===== src/rtl/gray_step_monitor.sv =====
// Gray-stream step checker: decodes each sampled Gray word and classifies it
// against the previous word as a +1/-1 step, a repeat, or an illegal jump.
module gray_step_monitor #(
  parameter int W     = 4,
  parameter int ERR_W = 8
) (
  input  logic             clk,
  input  logic             rst,
  input  logic             g_valid,
  input  logic [W-1:0]     g_in,
  input  logic             clr,
  output logic [W-1:0]     b_out,
  output logic             b_valid,
  output logic             step_ok,
  output logic             dir_up,
  output logic             hold,
  output logic             step_err,
  output logic [ERR_W-1:0] err_cnt,
  output logic             locked
);

  typedef enum logic {EMPTY, TRACK} state_t;

  localparam logic [W-1:0]     ONE_W   = W'(1);
  localparam logic [ERR_W-1:0] ONE_ERR = ERR_W'(1);

  state_t           state, state_n;
  logic [W-1:0]     bin, diff, ref_q, ref_n, b_out_n;
  logic             b_valid_n, step_ok_n, dir_up_n, hold_n, step_err_n;
  logic [ERR_W-1:0] err_cnt_n;

  // Each binary bit is the XOR of its Gray bit and all higher Gray bits,
  // accumulated here as a prefix XOR of right-shifted copies.
  always_comb begin
    bin = '0;
    for (int unsigned i = 0; i < W; i++) begin
      bin = bin ^ (g_in >> i);
    end
  end

  assign diff = bin - ref_q;

  always_comb begin
    state_n    = state;
    ref_n      = ref_q;
    b_out_n    = b_out;
    b_valid_n  = 1'b0;
    step_ok_n  = 1'b0;
    dir_up_n   = dir_up;
    hold_n     = 1'b0;
    step_err_n = 1'b0;
    err_cnt_n  = err_cnt;

    if (clr) begin
      state_n   = EMPTY;
      ref_n     = '0;
      err_cnt_n = '0;
    end else if (g_valid) begin
      state_n   = TRACK;
      ref_n     = bin;
      b_out_n   = bin;
      b_valid_n = 1'b1;
      if (state == TRACK) begin
        if (diff == ONE_W) begin
          step_ok_n = 1'b1;
          dir_up_n  = 1'b1;
        end else if (diff == '1) begin
          step_ok_n = 1'b1;
          dir_up_n  = 1'b0;
        end else if (diff == '0) begin
          hold_n = 1'b1;
        end else begin
          step_err_n = 1'b1;
          if (err_cnt != '1) begin
            err_cnt_n = err_cnt + ONE_ERR;
          end
        end
      end
    end
  end

  always_ff @(posedge clk) begin
    if (rst) begin
      state    <= EMPTY;
      ref_q    <= '0;
      b_out    <= '0;
      b_valid  <= 1'b0;
      step_ok  <= 1'b0;
      dir_up   <= 1'b0;
      hold     <= 1'b0;
      step_err <= 1'b0;
      err_cnt  <= '0;
    end else begin
      state    <= state_n;
      ref_q    <= ref_n;
      b_out    <= b_out_n;
      b_valid  <= b_valid_n;
      step_ok  <= step_ok_n;
      dir_up   <= dir_up_n;
      hold     <= hold_n;
      step_err <= step_err_n;
      err_cnt  <= err_cnt_n;
    end
  end

  assign locked = (state == TRACK);

endmodule


===== config.mk =====
export PLATFORM = sky130hd
export DESIGN_NAME = gray_step_monitor
export DESIGN_NICKNAME = d
export VERILOG_FILES = /design/src/rtl/gray_step_monitor.sv
export SDC_FILE = /design/constraint.sdc
export NUM_CORES = 1
export LEC_CHECK = 0
export CELL_PAD_IN_SITES_DETAIL_PLACEMENT = 2
export CELL_PAD_IN_SITES_GLOBAL_PLACEMENT = 2
export CORE_MARGIN = 2
export CORE_UTILIZATION = 26
export DETAILED_ROUTE_END_ITERATION = 10
export HOLD_SLACK_MARGIN = 0.03
export PLACE_DENSITY = 0.72
export SYNTH_ARGS = -nofsm -noshare
export SYNTH_HDL_FRONTEND = slang
export SYNTH_SLANG_ARGS = --single-unit

===== constraint.sdc =====
create_clock -name clk -period 3.4 [get_ports clk]
set_clock_uncertainty 0.2 [all_clocks]
set_input_delay 0.68 -clock clk [delete_from_list [all_inputs] [get_ports clk]]
set_output_delay 0.68 -clock clk [all_outputs]
set_load 0.01 [all_outputs]

## After elaboration in Yosys (flattened, before gate mapping)

Cells that the tools add are included.
Widths: inputs -> output; s select.

| cells by class | value |
|---|---|
| reduce and logical (&&, ||, !) cells | 8 |
| muxes and demuxes | 7 |
| bitwise logic cells | 9 |
| add/sub/neg operators | 2 |
| equal/unequal tests | 3 |

Operators by type and width:

| cell | number |
|---|---|
| $add 8x1->8 const B | 1 |
| $ne 8x8->1 const B | 1 |
| $mux 1 | 7 |
| $not 1->1 | 6 |
| $reduce_and 6->1 | 1 |
| $reduce_or 6->1 | 1 |
| $eq 4x1->1 const B | 1 |
| $eq 4x4->1 const B | 1 |
| $logic_not 4->1 | 1 |
| $reduce_and 4->1 | 1 |
| $reduce_or 4->1 | 1 |
| $sub 4x4->4 | 1 |
| $xor 4x1->4 | 1 |
| $xor 4x2->4 | 1 |
| $xor 4x3->4 | 1 |
| $reduce_and 2->1 | 1 |
| $reduce_bool 2->1 | 1 |
| $reduce_or 2->1 | 1 |

| word-level totals | value |
|---|---|
| logic and storage cells | 38 |
| input port bits | 8 |
| register bits | 22 |
| output and inout bits | 18 |

## Longest topological paths before layout

| depth | value |
|---|---|
| word-level depth | 7 |
| depth in mapped cells | 12 |
| depth with buffers taken out | 10 |

## Worst setup path after synthesis

Ideal clock, no wire load.

| path | value |
|---|---|
| kind | input to register |
| start point | input port g_in[3] |
| end point | register err_cnt[6] |
| data arrival time | 3,239 ps |
| stages | 11 |
| library setup time | 70 ps |
| path slack | -110 ps |
| required time | 3,130 ps |
| cells stage by stage | buf_6 -> xnor2_1 -> xnor2_2 -> xnor2_1 -> ha_1 -> fa_1 -> xor2_1 -> and2_1 -> a21boi_2 -> or4_1 -> a21oi_1 |

| between the ends | value |
|---|---|
| elaborated cells between the ends (all ways) | 11 |

RTL lines:

| what | line | RTL |
|---|---|---|
| from (decl) | 10 | `input logic [W-1:0] g_in,` |
| $xor 4x2->4 (*) | 37 | `bin = bin ^ (g_in >> i);` |
| $xor 4x1->4 (*) | 37 |  |
| net bin[1] | 28 | `logic [W-1:0] bin, diff, ref_q, ref_n, b_out_n;` |
| $sub 4x4->4 (*) | 41 | `assign diff = bin - ref_q;` |
| $eq 4x4->1, or another cell as far along | 67 | `end else if (diff == '1) begin` |
| $not 1->1 (no line) | -- |  |
| $reduce_and 6->1 (no line) (*) | -- |  |
| to (signal assigned) | 102 | `err_cnt <= err_cnt_n;` |
| to (decl) | 18 | `output logic [ERR_W-1:0] err_cnt,` |

Mark *: on every way through the listed nets, which the timed path passes. The rest lies on a longest branch.
A chain may end at the register's enable or synchronous reset.

## Final worst setup path

| path | value |
|---|---|
| start point | input port g_in[0] |
| end point | register err_cnt[7] |

| between the ends | value |
|---|---|
| cells in the longest elaborated chain, start to end | 7 |
| elaborated cells between the ends (all ways) | 11 |

RTL lines:

| what | line |
|---|---|
| $xor 4x3->4 (*) | 37 |
| $xor 4x2->4 (*) | 37 |
| $xor 4x1->4 (*) | 37 |
| $sub 4x4->4 (*) | 41 |
| $eq 4x4->1, or another cell as far along | 67 |
| $not 1->1 (no line) | -- |
| $reduce_and 6->1 (no line) (*) | -- |

Mark *: on every way between the ends. The rest lies on a longest branch, timed or not.

==> metrics.txt <==
setup violators final=0; vias per cell=5.17; Inserted Clock Buffers=3; Layout Nets=196; hold slack=0.269 ns; worst path required time=3.39 ns; DP HPWL=2930 um; Synth Instances=139; Ys Warns=0; LEAKAGE=0.000656 uW; main flop type after synthesis=dfxtp_1; VDD IR max=0.129 mV; leading area contributor after synthesis=dfxtp_1; CP Class=input pin to flip-flop; final worst path period share=0.933; max-cap violation count=0; GRT Overall Usage=0.160; most frequent CP cell=buf_4; Die Area=5170 um^2; synth top area cells=dfxtp_1 37%, mux2i_1 5.0%, nand2_1 5.0%; HP Class=flip-flop to flip-flop; pin count of the biggest net entering global routing=12; Final Hold Vio Count=0; H-tree depth=1; ant diodes=0; Remaining DRCs=0; Detail Route Antenna Nets=0; Top Registers=err_cnt (8), b_out (4), ref_q (4); CP Max Fanout=2; outcome=finished, final reports clean; Placer Congestion=0.912; Avg Synthesized Cell Area=8.63 um^2; Critical Path AT=3.17 ns; Worst Reg-to-Reg Cells=7; post-synth top area share=0.367; CTS Root Buffer Type=clkbuf_8; Peak Freq=315 MHz; Cell variety after synth=45; Rel. slew slack=0.686; fin crit period=3.17 ns; Post-synth EDFFs=0; drt pass-1 iters=4; Cell Area, Synth=1200 um^2; vias in the first global route=1257; critical path's top delay family=buffers and inverters; CP Capture Type=flip-flop; CP max-delay cell=clkdlybuf4s50_1; Port Buffer Count=25; first-pass GRT wire length=6400 um; Clock Pin Slew Worst Setup and Hold Paths=0.09 ns; termination of the worst setup path=err_cnt[7]$_SDFFE_PP0P_; share of cells above drive strength 1=0.210; setup repair after global routing missed its margin=false; PD cells=366 nW/um^2; FFs w/ async S/R, synth=0; CTS tree=built; initial antenna violation count=0; Vias=1204; initial DRC count=43; flop2flop setup slack=0.88 ns; Area growth syn-to-layout=42.0%; max reg flops=8; setup bufs post-CTS=0; Net Count, Synth=152; Critical R2R Capture=err_cnt[6]$_SDFFE_PP0P_; wire per inst=16.7 um; critical path launch point=g_in[0]; Critical Path Stages=11; worst r2r src=ref_q[1]$_SDFFE_PP0P_; Core Area=4410 um^2; post-layout util=0.386; Initial Util=0.272; WP buf/inv=3; # rows=24; Post-Route WL=3900 um; Longest Clk Path Bufs=2; die width=71.9 um; slowest cell delay on critical path=0.45 ns; Setup crit start kind=input pin; Reg with most FFs=err_cnt; I/O pin count=26; CP cell instances=clkdlybuf4s50_1, xnor2_2, ha_2, fa_1, xor2_1, buf_4, o21ai_0, nor4_1, buf_4, o21a_1, mux2i_1; FF+latch count, synth=22; setup TNS=0 ns; number of clock sinks=22; worst slew pin tran=0.468 ns; grt ovf=0; Worst-Skew Late Latency=0.27 ns; Slew Limit Fails=0; Die H=71.9 um; sequential area share after synthesis=0.367
worst min-delay path by stage:
stage                                from                    end  slack [ns]  cells after the start
floorplan           ref_q[2]$_SDFFE_PP0P_  ref_q[2]$_SDFFE_PP0P_        0.26                      2
detailed placement  b_out[3]$_SDFFE_PP0P_  b_out[3]$_SDFFE_PP0P_        0.26                      2
global route        b_out[3]$_SDFFE_PP0P_  b_out[3]$_SDFFE_PP0P_        0.30                      2
CTS                 b_out[3]$_SDFFE_PP0P_  b_out[3]$_SDFFE_PP0P_        0.27                      2
finish              b_out[3]$_SDFFE_PP0P_  b_out[3]$_SDFFE_PP0P_        0.27                      2
global placement    b_out[3]$_SDFFE_PP0P_  b_out[3]$_SDFFE_PP0P_        0.25                      2
per-stage QoR:
step	setup WS, ns	instance area [um^2]	cells	total power, uW
6_report	0.227	1700	233	624
5_1_grt	0.0872	1700	233	661
4_1_cts	0.0119	1690	233	628
3_5_place_dp	-0.486	1640	230	450
3_3_place_gp	-0.389	1640	230	441
2_1_floorplan	0.0407	1220	139	370
cell families after synthesis:
logic type                 share of synthesized area
and+or+nand+nor                                0.235
AOI/OAI and AO/OA                              0.182
DFF                                            0.367
buffers and inverters                         0.0511
xor gates and xnor gates                      0.0563
muxes                                         0.0501
adders and majority gates                     0.0584
repair_timing:
action	4_1_cts	5_1_grt
endpoints found under the setup margin	11	10
hold buffers	0	0
pin swaps	1	2
gates resized for setup	5	10
area by class of cell:
class                           count  area [um^2]
Sequential cell                    22          440
Clock buffer                        3         41.3
Timing Repair Buffer               44          385
Multi-Input combinational cell    105          746
Tap cell                           52         65.1
Fill cell                         501         2710
Inverter                            7         26.3
layout by cell type (no fill, tap or decap), types with 2 or more instances in the layout:
cell type,count
a211oi_1,5
a21o_1,2
a21oi_1,8
and2_1,2
buf_4,19
clkbuf_2,2
clkbuf_8,3
clkdlybuf4s50_1,22
dfxtp_1,22
ha_1,3
inv_1,7
mux2i_1,6
nand2_1,16
nand3_1,4
nand3b_1,2
nor2_1,12
nor3_1,3
nor4_1,3
o21ai_0,3
or2_2,2
or3_1,3
xnor2_2,2
worst reg2reg max path, stage by stage, from the launching register on:
cell      delay (ns)
dfxtp_1         0.41
inv_1           0.07
ha_1            0.32
and3b_1         0.19
o21ai_1         0.40
a21boi_2        0.19
or4_1           0.53
a21oi_1         0.15
routing by layer:
layer / wire [um] / global-route usage / up-vias / share of wire
met4: 17 / 0.0440 / 0 / 0.0044
met2: 1990 / 0.280 / 21 / 0.51
li1: - / - / 581 / -
met3: 128 / 0.0278 / 2 / 0.033
met1: 1760 / 0.202 / 600 / 0.45
met5: 0 / 0 / - / 0
synth_stat cells, drive strengths merged, types with 2 or more instances:
cell type,count
dfxtp,22
nand2,16
nor2,13
a21oi,9
inv,7
mux2i,6
a211oi,5
nand3,5
ha,4
nor4,4
o21ai,4
xnor2,4
buf,3
nor3,3
or3,3
a21o,2
and2,2
clkbuf,2
nand3b,2
or2,2
xor2,2
power breakdown:
part           switching [uW]  internal [uW]
logic                    95.0           86.8
registers                5.12            265
clock network            93.0           79.3
total                     193            431
(Power assumes the default switching activity.)
